$ cat config.mk
export PLATFORM = sky130hd
export DESIGN_NAME = msrv32_fetch_unit
export DESIGN_NICKNAME = d
export VERILOG_FILES = /design/src/rtl/msrv32_pkg.sv /design/src/rtl/msrv32_ifetch_fifo.sv /design/src/rtl/msrv32_fetch_unit.sv
export SDC_FILE = /design/constraint.sdc
export NUM_CORES = 1
export LEC_CHECK = 0
export ABC_AREA = 1
export CORE_ASPECT_RATIO = 2
export CORE_MARGIN = 3
export CORE_UTILIZATION = 53
export DETAILED_ROUTE_END_ITERATION = 12
export GPL_TIMING_DRIVEN = 0
export PLACE_DENSITY = 0.85
export SLEW_MARGIN = 20
export SYNTH_ARGS = -nofsm -noshare
export SYNTH_HDL_FRONTEND = slang
export SYNTH_HIERARCHICAL = 1
export SYNTH_SLANG_ARGS = --single-unit
$ cat constraint.sdc
create_clock -name clk_in -period 6.8 [get_ports clk_in]
set_clock_uncertainty 0.2 [all_clocks]
set_input_delay 1.36 -clock clk_in [delete_from_list [all_inputs] [get_ports clk_in]]
set_output_delay 1.36 -clock clk_in [all_outputs]
set_load 0.03 [all_outputs]
$ cat src/rtl/msrv32_pkg.sv
// msrv32_pkg
//   Definitions shared by the instruction-fetch slice:
//   - AHB-Lite HTRANS encodings used by the fetch master (IDLE, NONSEQ)
//   - fetch FSM state type
//   - fetch fault cause codes, plus a small alignment helper
package msrv32_pkg;

  localparam logic [1:0] HTRANS_IDLE   = 2'b00;
  localparam logic [1:0] HTRANS_NONSEQ = 2'b10;

  typedef enum logic [1:0] {
    FETCH_BOOT  = 2'd0,
    FETCH_RUN   = 2'd1,
    FETCH_FAULT = 2'd2
  } fetch_state_e;

  localparam logic CAUSE_BUS_ERROR  = 1'b0;
  localparam logic CAUSE_MISALIGNED = 1'b1;

  // Takes only the two low address bits; instruction fetches are word aligned.
  function automatic logic is_misaligned(input logic [1:0] addr_lo);
    return addr_lo != 2'b00;
  endfunction

endpackage

$ cat src/rtl/msrv32_ifetch_fifo.sv
// msrv32_ifetch_fifo
//   Synchronous FIFO that buffers fetched {pc, instruction} records between the
//   AHB data phase and decode. Synchronous flush empties it in one cycle.
// Ports:
//   clk, rst_n    clock, asynchronous active-low reset
//   flush         discard every entry (has priority over push and pop)
//   push          write push_data (caller guarantees space; push with pop when full is legal)
//   push_data     WIDTH-bit record
//   pop           remove head entry; ignored when empty
//   head_data     head entry
//   valid         FIFO holds at least one entry
//   count         number of entries held (0..DEPTH)
module msrv32_ifetch_fifo #(
  parameter int unsigned DEPTH = 2,
  parameter int unsigned WIDTH = 64,
  localparam int unsigned PTR_W = $clog2(DEPTH),
  localparam int unsigned CNT_W = PTR_W + 1
) (
  input  logic             clk,
  input  logic             rst_n,
  input  logic             flush,
  input  logic             push,
  input  logic [WIDTH-1:0] push_data,
  input  logic             pop,
  output logic [WIDTH-1:0] head_data,
  output logic             valid,
  output logic [CNT_W-1:0] count
);

  logic [WIDTH-1:0] mem [DEPTH];
  logic [PTR_W-1:0] wr_ptr;
  logic [PTR_W-1:0] rd_ptr;
  logic [CNT_W-1:0] count_q;
  logic             do_pop;

  assign do_pop    = pop && (count_q != '0);
  assign valid     = (count_q != '0);
  assign count     = count_q;
  assign head_data = mem[rd_ptr];

  // Pointers wrap naturally because DEPTH is a power of two.
  always_ff @(posedge clk or negedge rst_n) begin
    if (!rst_n) begin
      wr_ptr  <= '0;
      rd_ptr  <= '0;
      count_q <= '0;
    end else if (flush) begin
      wr_ptr  <= '0;
      rd_ptr  <= '0;
      count_q <= '0;
    end else begin
      if (push) begin
        wr_ptr <= wr_ptr + 1'b1;
      end
      if (do_pop) begin
        rd_ptr <= rd_ptr + 1'b1;
      end
      case ({push, do_pop})
        2'b10:   count_q <= count_q + 1'b1;
        2'b01:   count_q <= count_q - 1'b1;
        default: count_q <= count_q;
      endcase
    end
  end

  // When full, push and pop target the same slot; the head is read before the write lands.
  always_ff @(posedge clk) begin
    if (push && !flush) begin
      mem[wr_ptr] <= push_data;
    end
  end

endmodule

$ cat src/rtl/msrv32_fetch_unit.sv
// msrv32_fetch_unit
//   Instruction-fetch stage behind the PC mux. Holds the fetch PC, issues
//   pipelined AHB-Lite reads (one outstanding data phase), buffers returned
//   words with their PC and presents them to decode on valid/ready.
//   A redirect reloads the PC, flushes the buffer and discards in-flight data.
// Ports:
//   clk_in, rst_n_in      clock, asynchronous active-low reset
//   pc_mux_in             next PC from the PC mux
//   redirect_in           pc_mux_in is non-sequential (branch/trap/mret)
//   pc_out                current fetch PC (back to the PC mux)
//   iaddr_out, htrans_out AHB address phase (NONSEQ when requesting, else IDLE)
//   hready_in, hrdata_in, hresp_in   AHB slave response
//   instr_valid_out, instr_out, instr_pc_out, instr_ready_in   decode handshake
//   fetch_fault_out, fault_cause_out, fault_pc_out             sticky fault report
module msrv32_fetch_unit #(
  parameter logic [31:0] BOOT_ADDRESS = 32'h0000_0000,
  parameter int unsigned FIFO_DEPTH   = 2
) (
  input  logic        clk_in,
  input  logic        rst_n_in,
  input  logic [31:0] pc_mux_in,
  input  logic        redirect_in,
  output logic [31:0] pc_out,
  output logic [31:0] iaddr_out,
  output logic [1:0]  htrans_out,
  input  logic        hready_in,
  input  logic [31:0] hrdata_in,
  input  logic        hresp_in,
  output logic        instr_valid_out,
  output logic [31:0] instr_out,
  output logic [31:0] instr_pc_out,
  input  logic        instr_ready_in,
  output logic        fetch_fault_out,
  output logic        fault_cause_out,
  output logic [31:0] fault_pc_out
);

  import msrv32_pkg::*;

  localparam int unsigned CNT_W = $clog2(FIFO_DEPTH) + 1;
  localparam logic [CNT_W:0] DEPTH_V = (CNT_W + 1)'(FIFO_DEPTH);

  fetch_state_e     state_q;
  logic [31:0]      pc_q;
  logic             in_flight_q;
  logic             drop_q;
  logic [31:0]      dp_pc_q;
  logic             fault_q;
  logic             cause_q;
  logic [31:0]      fault_pc_q;

  logic             fifo_valid;
  logic [63:0]      fifo_head;
  logic [CNT_W-1:0] fifo_count;

  logic             pop;
  logic [CNT_W:0]   occupancy;
  logic [CNT_W:0]   capacity;
  logic             req;
  logic             accept;
  logic             data_done;
  logic             live_done;
  logic             bus_err;
  logic             push;
  logic             pc_misaligned;

  assign pop = fifo_valid && instr_ready_in && !redirect_in;

  // A same-cycle pop frees a slot, which keeps one fetch per cycle with a
  // 2-entry buffer while never letting entries + in-flight exceed FIFO_DEPTH.
  assign occupancy = {1'b0, fifo_count} + {{CNT_W{1'b0}}, in_flight_q};
  assign capacity  = DEPTH_V + {{CNT_W{1'b0}}, pop};

  assign req       = (state_q == FETCH_RUN) && (occupancy < capacity);
  assign accept    = req && hready_in;
  assign data_done = in_flight_q && hready_in;
  assign live_done = data_done && !drop_q && !redirect_in;
  assign bus_err   = live_done && hresp_in && (state_q == FETCH_RUN);
  assign push      = live_done && !hresp_in;

  assign pc_misaligned = is_misaligned(pc_mux_in[1:0]);

  assign pc_out          = pc_q;
  assign htrans_out      = req ? HTRANS_NONSEQ : HTRANS_IDLE;
  assign iaddr_out       = req ? pc_q : '0;
  assign instr_valid_out = fifo_valid;
  assign instr_pc_out    = fifo_head[63:32];
  assign instr_out       = fifo_head[31:0];
  assign fetch_fault_out = fault_q;
  assign fault_cause_out = cause_q;
  assign fault_pc_out    = fault_pc_q;

  msrv32_ifetch_fifo #(
    .DEPTH(FIFO_DEPTH),
    .WIDTH(64)
  ) u_fifo (
    .clk      (clk_in),
    .rst_n    (rst_n_in),
    .flush    (redirect_in),
    .push     (push),
    .push_data({dp_pc_q, hrdata_in}),
    .pop      (pop),
    .head_data(fifo_head),
    .valid    (fifo_valid),
    .count    (fifo_count)
  );

  always_ff @(posedge clk_in or negedge rst_n_in) begin
    if (!rst_n_in) begin
      state_q     <= FETCH_BOOT;
      pc_q        <= BOOT_ADDRESS;
      in_flight_q <= 1'b0;
      drop_q      <= 1'b0;
      dp_pc_q     <= '0;
      fault_q     <= 1'b0;
      cause_q     <= CAUSE_BUS_ERROR;
      fault_pc_q  <= '0;
    end else begin
      if (accept) begin
        dp_pc_q <= pc_q;
      end
      in_flight_q <= accept || (in_flight_q && !hready_in);

      // A transfer accepted alongside a redirect or a bus error is dead on
      // arrival; a stalled data phase picks up the drop when a redirect hits.
      if (accept) begin
        drop_q <= redirect_in || bus_err;
      end else if (in_flight_q && !hready_in) begin
        drop_q <= drop_q || redirect_in;
      end else begin
        drop_q <= 1'b0;
      end

      if (redirect_in) begin
        pc_q <= pc_mux_in;
        if (pc_misaligned) begin
          state_q    <= FETCH_FAULT;
          fault_q    <= 1'b1;
          cause_q    <= CAUSE_MISALIGNED;
          fault_pc_q <= pc_mux_in;
        end else begin
          state_q <= FETCH_RUN;
          fault_q <= 1'b0;
        end
      end else begin
        if (accept) begin
          pc_q <= pc_mux_in;
        end
        case (state_q)
          FETCH_BOOT: state_q <= FETCH_RUN;
          FETCH_RUN: begin
            if (bus_err) begin
              state_q    <= FETCH_FAULT;
              fault_q    <= 1'b1;
              cause_q    <= CAUSE_BUS_ERROR;
              fault_pc_q <= dp_pc_q;
            end else if (accept && pc_misaligned) begin
              state_q    <= FETCH_FAULT;
              fault_q    <= 1'b1;
              cause_q    <= CAUSE_MISALIGNED;
              fault_pc_q <= pc_mux_in;
            end
          end
          FETCH_FAULT: state_q <= FETCH_FAULT;
          default:     state_q <= FETCH_BOOT;
        endcase
      end
    end
  end

endmodule

==> run metrics, run 1 <==
post-CTS setup buffers=0; Cell Area, Placed=0.01232 sq mm; R2R depth=7; initial core utilization=54.62%; multiplexer share of the synthesized area=0%; gr usage total=27.95%; Routability Congestion=0.9108; crit path launch type=primary input; die area=0.01972 sq mm; synthesized area=0.009527 sq mm; post-layout util=74.77%; Reg-to-Reg End=u_fifo/mem[0][32]$_DFFE_PP_; Final nets=1,277; Die W=100.8 um; vias in the first global route=8,042; WHS=0.2735 ns; core area=0.01744 sq mm; Post-Syn Instances=941; count of different cell masters after synthesis=26; synthesis-stage register bit count=234; Crit Path Max Fanout=10; I/O pin total=235; worst slew pin tran=0.9281 ns; top cell type by total area after synthesis=edfxtp_1; total power density per cell area=284.1 mW/mm^2; CP arrival=3.95 ns; Slew Limit Fails=0; total power=3.706 mW; fin area=0.01304 sq mm; main combinational cell family by area after synthesis=simple AND/OR/NAND/NOR gates; Root Buffer=clkbuf_16; clock sink count=234; crit end category=output port; largest net degree at the start of global routing=55; Synth Area in Compound Gates=5.319%; H-tree depth=1; total wire length=27,370 um; CTS resizes=0; HPWL after DPL=20,100 um; min cycle time layout=5.506 ns; DRC Markers=0; adder-cell share of the synthesized area=0.5253%; Max Cap Viol=0; row cnt=68; status=completed; worst setup path class=primary input to output port; Avg Cell Area, Syn=10.12 sq um; period utilization=80.97%; area share of the largest cell type after synthesis=40.35%; Worst EP required=5.24 ns; Mapped Nets=1,015; CTS buffer count=20; Die Ht=195.6 um; PortBufs=233; Worst Hold Class=flip-flop to flip-flop; # hold bufs at CTS=0; LEAKAGE=5.715 nW; first-pass detailed-route iteration total=5; layout cells sized above 1=7.888%; reg-to-reg slack, setup=3.73 ns; drt via density=5.310; Hold Path Sink=fault_pc_out[6]$_DFFE_PN0P_; Post-Synth XOR/XNOR Area=0%; initial antenna violation count=0; sequential area share after synthesis=68.19%; min-delay src=fault_pc_out[6]$_DFFE_PN0P_; drt wl/cell=19.18 um; FILL cells=1,159; fmax=0.1816 GHz; warnings from Yosys=6; Post-Synth Simple-Gate Area=20.02%; worst vdd ir=0.0002475 V; Hold Violations, Final=0; total number of vias=7,577; first-pass GRT wire length=42,370 um; endpoints failing setup=0; RSZ-0062 raised after global routing=no; clock latency on the worst-skew pair=0.50 ns; leading post-synthesis cells by cell area=edfxtp_1 40%, dfrtp_1 28%, nand2_1 15%, o21ai_1 3.5%, inv_1 2.9%; RR Startpoint=in_flight_q$_DFF_PN0_; Iter 0 DRT Violations=712; Final ANT Viol Nets=0; hold path depth=2; area delta synth->final=36.89%; Max clock buf depth=3; Slew headroom=37.56%; clk slew on worst S/H paths=0.07 ns; Fin Setup TNS=0 ns; grt total ovfl=0; CTS tree=done; Ant. Diodes=0
## critical path: stages
cell and delay, ns:
clkdlybuf4s50_1 0.54, nor2_2 0.35, nand2_1 0.08, nand2_1 0.08, nand2_1 0.18, clkbuf_1 0.32
nor2_1 0.29, clkdlybuf4s50_1 0.73
## cells in the final DEF (no fill, tap or decap), types with 2 or more instances in the layout
master,Yosys,routed
bufinv_16,0,4
buf_16,0,6
buf_4,12,12
nand3_1,38,38
nand2_2,2,2
ha_1,4,4
edfxtp_1,128,128
nand4_1,6,6
inv_1,74,74
nor2_1,41,39
clkbuf_1,10,12
nand2_1,374,374
clkbuf_16,0,21
dfrtp_1,106,106
o21ai_1,67,67
clkinv_2,0,3
clkinv_1,1,3
nand2_4,5,5
o21ai_0,32,32
clkbuf_8,0,2
buf_2,27,27
nor2_4,0,2
clkdlybuf4s50_1,0,232
inv_2,5,5
## final cells by class
class	count	area [sq um]	share of cell area, %
sequential	234	6496	49.81
timing repair buffer	240	2519	19.31
multi-input combinational	578	2482	19.03
clock buffer	25	560.5	4.298
inverter	80	300.3	2.303
buffer	49	262.8	2.015
tap	210	262.8	2.015
clock inverter	11	157.7	1.209
## Yosys cell counts
library cell,count
clkbuf_1,10
o21ai_0,32
nor2_1,41
nor4_1,1
nor2_2,1
nand2_2,2
nand4_1,6
nand3_1,38
nand3_2,1
nand3_4,1
ha_1,4
nand2_1,374
o21ai_1,67
edfxtp_1,128
and2_1,1
o22ai_1,1
conb_1,1
a21oi_1,1
or2_1,1
clkinv_1,1
buf_4,12
inv_1,74
inv_2,5
buf_2,27
nand2_4,5
dfrtp_1,106
## layer usage
metal  up-vias  part of all wire (%)  global-route usage, %
met5         -                     0                      0
met4         0                   5.8                  15.94
met3       105                   7.2                  5.148
met2       375                    55                  51.16
met1      3546                    32                  28.80
li1       3551                     -                      -
## sequential cells by signal, indices dropped and copies added, names as in the netlist
| register | count |
|---|---|
| dp_pc_q | 32 |
| u_fifo/mem | 128 |
| fault_pc_out | 32 |
| u_fifo/count | 2 |
| pc_out | 32 |
| u_fifo/wr_ptr | 1 |
| state_q | 2 |
| in_flight_q | 1 |
| u_fifo/rd_ptr | 1 |
| fault_cause_out | 1 |
| drop_q | 1 |
| fetch_fault_out | 1 |
## report_power, final
part	switching, mW	internal (mW)	leakage, nW
Sequential	0.124	1.68	2.48
Clock	0.510	0.740	0.356
Combinational	0.401	0.251	2.88
Total	1.04	2.67	5.71
## logic make-up (layout without fill, tap and decap cells)
group,after synthesis,after routing
AO/OA/AOI/OAI,101,101
adder cells (fa/ha/maj),4,4
buffers and inverters,129,405
flip-flops,234,234
other,1,1
AND/OR/NAND/NOR,472,472
## worst max path at each step
stage               slack (ns)   startpoint                    endpoint  cells past startpoint
floorplan                 1.32  redirect_in  u_fifo/mem[0][0]$_DFFE_PP_                      3
global placement         -1.01  redirect_in  u_fifo/mem[0][6]$_DFFE_PP_                      4
detailed placement        1.36  redirect_in                iaddr_out[8]                      8
CTS                       1.35  redirect_in                iaddr_out[8]                      8
global route              1.18  redirect_in                iaddr_out[8]                      8
finish                    1.29  redirect_in                iaddr_out[8]                      8
## metrics by stage
step                worst slack (ns)  std cells
global placement              -1.007       1384
floorplan                      1.317        941
global route                   1.184       1427
CTS                            1.354       1427
detailed placement             1.361       1391
finish                         1.294       1427
Note: power is estimated with default switching activity, not from simulation.
==> run 2, diff against run 1 <==
--- a/config.mk
+++ b/config.mk
@@ -8,10 +8,10 @@
 export ABC_AREA = 1
 export CORE_ASPECT_RATIO = 2
 export CORE_MARGIN = 3
-export CORE_UTILIZATION = 53
+export CORE_UTILIZATION = 45
 export DETAILED_ROUTE_END_ITERATION = 12
 export GPL_TIMING_DRIVEN = 0
-export PLACE_DENSITY = 0.85
+export PLACE_DENSITY = 0.77
 export SLEW_MARGIN = 20
 export SYNTH_ARGS = -nofsm -noshare
 export SYNTH_HDL_FRONTEND = slang
==> constraint.sdc (replaced) <==
create_clock -name clk_in -period 4.55 [get_ports clk_in]
set_clock_uncertainty 0.2 [all_clocks]
set_input_delay 0.91 -clock clk_in [delete_from_list [all_inputs] [get_ports clk_in]]
set_output_delay 0.91 -clock clk_in [all_outputs]
set_load 0.03 [all_outputs]
==> run metrics, run 2 (synthesis gave the netlist of run 1 again) <==
Root Buffer=clkbuf_16; Worst path slowest cell=clkdlybuf4s50_1; RSZ-0062 raised after global routing=no; I/O pin total=235 (unchanged); gr usage total=22.57% (-5.4 points); Worst EP required=3.44 ns (-1.80 ns); max reg flops=128 (unchanged); die area=0.02306 sq mm (+17%); Crit Path Max Fanout=10 (unchanged); LEAKAGE=5.824 nW (+1.9%); Slew Limit Fails=0 (unchanged); Final ANT Viol Nets=0 (unchanged); crit path launch type=primary input; CP arrival=3.28 ns (-0.67 ns); total number of vias=7,333 (-3.2%); layout cells sized above 1=7.888% (unchanged); min cycle time layout=4.393 ns; clk slew on worst S/H paths=0.06 ns (about the same); Die Ht=211.8 um (+8.3%); total wire length=26,320 um (-3.8%); grt total ovfl=0 (unchanged); Die W=108.9 um (+8.0%); total power=5.351 mW (+44%); CTS buffer count=20 (unchanged); slowest stage delay, CP=0.71 ns (-0.02 ns); clock sink count=234 (unchanged); Buf+Inv Stages, Crit Path=3 (unchanged); worst setup path class=primary input to output port; worst slack, placed=-0.08601 ns (-1.447 ns); most used cell, CP=nand2_1; status=completed; most frequent cells in the layout=374 x nand2_1, 225 x clkdlybuf4s50_1, 128 x edfxtp_1, 106 x dfrtp_1, 74 x inv_1; DRC Markers=0 (unchanged); row cnt=74 (+8.8%); commonest non-fill, non-tap cell in the layout=nand2_1; PortBufs=233 (unchanged); endpoints failing setup=0 (unchanged); worst slew pin tran=0.8533 ns (-0.07481 ns); fmax=0.2276 GHz; first-pass GRT wire length=39,720 um (-6.2%); HPWL after DPL=19,890 um (-1.0%); fin area=0.01309 sq mm (+0.40%); first-pass detailed-route iteration total=5 (unchanged); WHS=0.1662 ns (-0.1073 ns); core area=0.02065 sq mm (+18%); total power density per cell area=408.7 mW/mm^2 (+44%); critical path cell sequence=clkdlybuf4s50_1 -> nor2_4 -> nand2_1 -> nand2_1 -> nand2_1 -> clkbuf_2 -> nor2_1 -> clkdlybuf4s50_1; initial antenna violation count=1 (+1); clock latency on the worst-skew pair=0.49 ns (about the same); Largest delay share family, worst path=buffers and inverters; Cell Area, Placed=0.01240 sq mm (+0.63%); crit end category=output port; period utilization=96.55%; Hold Violations, Final=0 (unchanged); Worst Hold Class=primary input to async pin; Iter 0 DRT Violations=422 (-41%); drt via density=4.941 (-6.9%); Final nets=1,277 (unchanged); CTS tree=done; setup ws final=0.1570 ns (-1.137 ns); worst vdd ir=0.0003001 V (+21%); vias in the first global route=7,424 (-7.7%); drt wl/cell=17.74 um (-7.5%); H-tree depth=1 (unchanged); initial core utilization=46.14% (-8.5 points); Max clock buf depth=3 (unchanged); largest net degree at the start of global routing=57 (+3.6%); Routability Congestion=0.8705 (-4.4%); # hold bufs at CTS=0 (unchanged); Slew headroom=42.59% (+5.0 points); Top reg by flops=u_fifo/mem; Max Cap Viol=0 (unchanged); area delta synth->final=37.44%; post-CTS setup buffers=0 (unchanged)
## run 2: cell types whose count changed in the layout (fill, tap and decap cells not counted), sizes merged
cell / previous run / this run
clkbuf: 35 / 44
clkdlybuf4s50: 232 / 225
dlymetal6s2s: 0 / 7
bufinv: 4 / 0
clkinv: 6 / 2
diode: 0 / 1
inv: 81 / 80
## run 2: final cells by class
cell class / count / area, sq um
Sequential cell: 234 / 6496
Tap cell: 266 / 332.8
Timing Repair Buffer: 240 / 2544
Multi-Input combinational cell: 578 / 2487
Buffer: 49 / 266.5
Inverter: 80 / 300.3
Clock inverter: 2 / 13.76
Antenna cell: 1 / 2.502
Clock buffer: 34 / 650.6
Fill cell: 1610 / 7553
## run 2: layer usage
| layer | vias up | routed length (um) | global-route usage, % |
|---|---|---|---|
| met5 | - | 0 | 0 |
| met4 | 0 | 1325 | 10.85 |
| met3 | 70 | 1642 | 4.303 |
| met2 | 244 | 14460 | 42.19 |
| met1 | 3473 | 8897 | 23.50 |
| li1 | 3546 | - | - |
## run 2: worst paths after layout
kind / start / to / slack, ns / cells after the start
worst max register to register: in_flight_q$_DFF_PN0_ / u_fifo/mem[1][19]$_DFFE_PP_ / 1.44 / 7
worst max-delay path: redirect_in / iaddr_out[6] / 0.16 / 8
min in group clk_in: fault_pc_out[16]$_DFFE_PN0P_ / fault_pc_out[16]$_DFFE_PN0P_ / 0.27 / 2
max in group asynchronous: rst_n_in / dp_pc_q[8]$_DFFE_PN0P_ / 3.32 / 2
worst min register to register: fault_pc_out[16]$_DFFE_PN0P_ / fault_pc_out[16]$_DFFE_PN0P_ / 0.27 / 2
worst min-delay path: rst_n_in / pc_out[23]$_DFFE_PN0P_ / 0.17 / 1
## run 2: where the power goes
group	total [mW]	internal, mW	switching [mW]
clock	1.71	0.980	0.731
combinational	0.955	0.376	0.580
sequential	2.68	2.51	0.176
## run 2: what timing repair did
| action | 4_1_cts | 5_1_grt |
|---|---|---|
| resized for setup | 2 | 11 |
| setup endpoints to repair | 3 | 15 |
| endpoints found under the hold margin | 0 | 0 |
## run 2: per-stage QoR
step                instances  setup TNS (ns)  util [%]
floorplan                 941          -61.86         -
global placement         1440         -562.35     59.05
detailed placement       1447         -0.1546     60.06
CTS                      1483               0     63.31
global route             1484               0     63.42
finish                   1484               0     63.42
==> run 3, diff against run 2 <==
--- a/config.mk
+++ b/config.mk
@@ -12,6 +12,7 @@
 export DETAILED_ROUTE_END_ITERATION = 12
 export GPL_TIMING_DRIVEN = 0
 export PLACE_DENSITY = 0.77
+export REMOVE_ABC_BUFFERS = 1
 export SLEW_MARGIN = 20
 export SYNTH_ARGS = -nofsm -noshare
 export SYNTH_HDL_FRONTEND = slang
==> run metrics, run 3 (synthesis gave the netlist of run 1 again) <==
Die W=108.9 um (unchanged); row cnt=74 (unchanged); total wire length=24,310 um (-7.7%); initial antenna violation count=0 (-1); initial core utilization=46.14% (unchanged); gr usage total=21.02% (-1.6 points); CTS buffer count=20 (unchanged); commonest non-fill, non-tap cell in the layout=nand2_1; Worst Hold Class=primary input to async pin; first-pass GRT wire length=37,500 um (-5.6%); grt total ovfl=0 (unchanged); crit end category=output port; Crit Path Max Fanout=28 (+18); worst setup path class=primary input to output port; CTS tree=done; Final ANT Viol Nets=0 (unchanged); max reg flops=128 (unchanged); reg-to-reg slack, setup=1.17 ns (-0.27 ns); total power=5.380 mW (+0.54%); Hold Violations, Final=0 (unchanged); endpoints failing setup=0 (unchanged); Max Cap Viol=0 (unchanged); post-layout util=62.61% (-0.81 points); die area=0.02306 sq mm (unchanged); status=completed; Fin Setup TNS=0 ns (unchanged); footprint of the multi-input gates=0.002495 sq mm (+0.30%); worst slew pin tran=0.8046 ns (-0.04867 ns); Top reg by flops=u_fifo/mem; core area=0.02065 sq mm (unchanged); WHS=0.1059 ns (-0.06031 ns); Worst path slowest cell=clkdlybuf4s50_1; Ant. Diodes=0 (-1); Max clock buf depth=3 (unchanged); critical path depth in cells=8 (unchanged); Final nets=1,234 (-3.4%); Reg-to-Reg End=fault_pc_out[1]$_DFFE_PN0P_; largest net degree at the start of global routing=76 (+33%); RR Startpoint=state_q[1]$_DFFE_PN0P_; Routability Congestion=0.8115 (-6.8%); drt via density=4.953 (+0.23%); clock latency on the worst-skew pair=0.49 ns (about the same); clock sink count=234 (unchanged); Root Buffer=clkbuf_16; clk slew on worst S/H paths=0.07 ns (about the same); LEAKAGE=5.593 nW (-4.0%); min cycle time layout=4.275 ns (-0.1183 ns); CTS resizes=0 (-2); vias in the first global route=7,077 (-4.7%); H-tree depth=1 (unchanged); worst vdd ir=0.0003793 V (+26%); I/O pin total=235 (unchanged); DRC Markers=0 (unchanged); # hold bufs at CTS=0 (unchanged); Worst EP required=3.44 ns (about the same); RSZ-0062 raised after global routing=no; critical path cell sequence=clkdlybuf4s50_1 -> nor2_2 -> nand2_1 -> nand2_1 -> nand2_2 -> buf_12 -> nor2_1 -> clkdlybuf4s50_1; post-CTS setup buffers=0 (unchanged); fin area=0.01293 sq mm (-1.3%); HPWL after DPL=16,710 um (-16%); layout cells sized above 1=5.792% (-2.1 points); total power density per cell area=416.1 mW/mm^2 (+1.8%); Critical Path End=iaddr_out[27]; most frequent cells in the layout=373 x nand2_1, 232 x clkdlybuf4s50_1, 128 x edfxtp_1, 105 x dfrtp_1, 73 x inv_1; first-pass detailed-route iteration total=5 (unchanged); crit path launch type=primary input; period utilization=93.95% (-2.6 points); FF/Latch Area=0.006500 sq mm (about the same); PortBufs=233 (unchanged); fmax=0.2339 GHz (+2.8%); Slew headroom=46.28% (+3.7 points); area delta synth->final=35.70%; R2R depth=9 (+2); beginning of the critical path=redirect_in; slowest stage delay, CP=0.70 ns (about the same); Buf+Inv Stages, Crit Path=3 (unchanged); Slew Limit Fails=0 (unchanged); CP arrival=3.16 ns (-0.12 ns); Largest delay share family, worst path=buffers and inverters; Cell Area, Placed=0.01223 sq mm (-1.4%); FILL cells=1,674 (+4.0%); Die Ht=211.8 um (unchanged); Iter 0 DRT Violations=280 (-34%); drt wl/cell=16.88 um (-4.8%); total number of vias=7,132 (-2.7%)
==> run 3: worst reg2reg max path: stages, from the launching register on <==
cell and delay, ns:
dfrtp_1 0.38, inv_1 0.08, ha_1 0.25, nand4_1 0.60, buf_8 0.39, and2_1 0.24, nand2_4 0.43, nand2_4 0.43
nand2_1 0.20, nand2_1 0.07
==> run 3: worst min path at each step <==
| stage | from | slack (ns) | to | cells after the start |
|---|---|---|---|---|
| after global placement | fault_pc_out[3]$_DFFE_PN0P_ | 0.25 | fault_pc_out[3]$_DFFE_PN0P_ | 2 |
| after global routing | rst_n_in | 0.11 | pc_out[26]$_DFFE_PN0P_ | 1 |
| final | rst_n_in | 0.11 | pc_out[21]$_DFFE_PN0P_ | 1 |
| after CTS | rst_n_in | 0.1 | pc_out[21]$_DFFE_PN0P_ | 1 |
| after detailed placement | fault_pc_out[13]$_DFFE_PN0P_ | 0.26 | fault_pc_out[13]$_DFFE_PN0P_ | 2 |
| after floorplan | dp_pc_q[0]$_DFFE_PN0P_ | 0.26 | u_fifo/mem[0][32]$_DFFE_PP_ | 0 |
==> run 3: where the power goes <==
group	internal, mW	switching, mW
registers	2.51	0.161
logic	0.363	0.558
clock network	1.03	0.757
==> run 3: cell type report <==
class                           count  share of cell area, %
Clock buffer                       24                  4.481
Clock inverter                     12                 0.9195
Sequential cell                   234                  50.28
Multi-Input combinational cell    578                  19.30
Inverter                           80                  2.342
Timing Repair Buffer              246                  20.10
Tap cell                          266                  2.575
==> run 3: metrics by stage <==
step / setup WS, ns / instances
2_1_floorplan: -0.4833 / 892
3_3_place_gp: -3.064 / 1391
3_5_place_dp: 0.2068 / 1404
4_1_cts: 0.2078 / 1440
5_1_grt: 0.1353 / 1440
6_report: 0.2753 / 1440
==> run 3: metal layers <==
layer  part of all wire, %  up-vias  track usage [%]
met5                     0        -                0
met4                   4.1        0            9.459
li1                      -     3467                -
met1                    35     3402            22.52
met2                    56      198            39.28
met3                   5.0       65            3.509
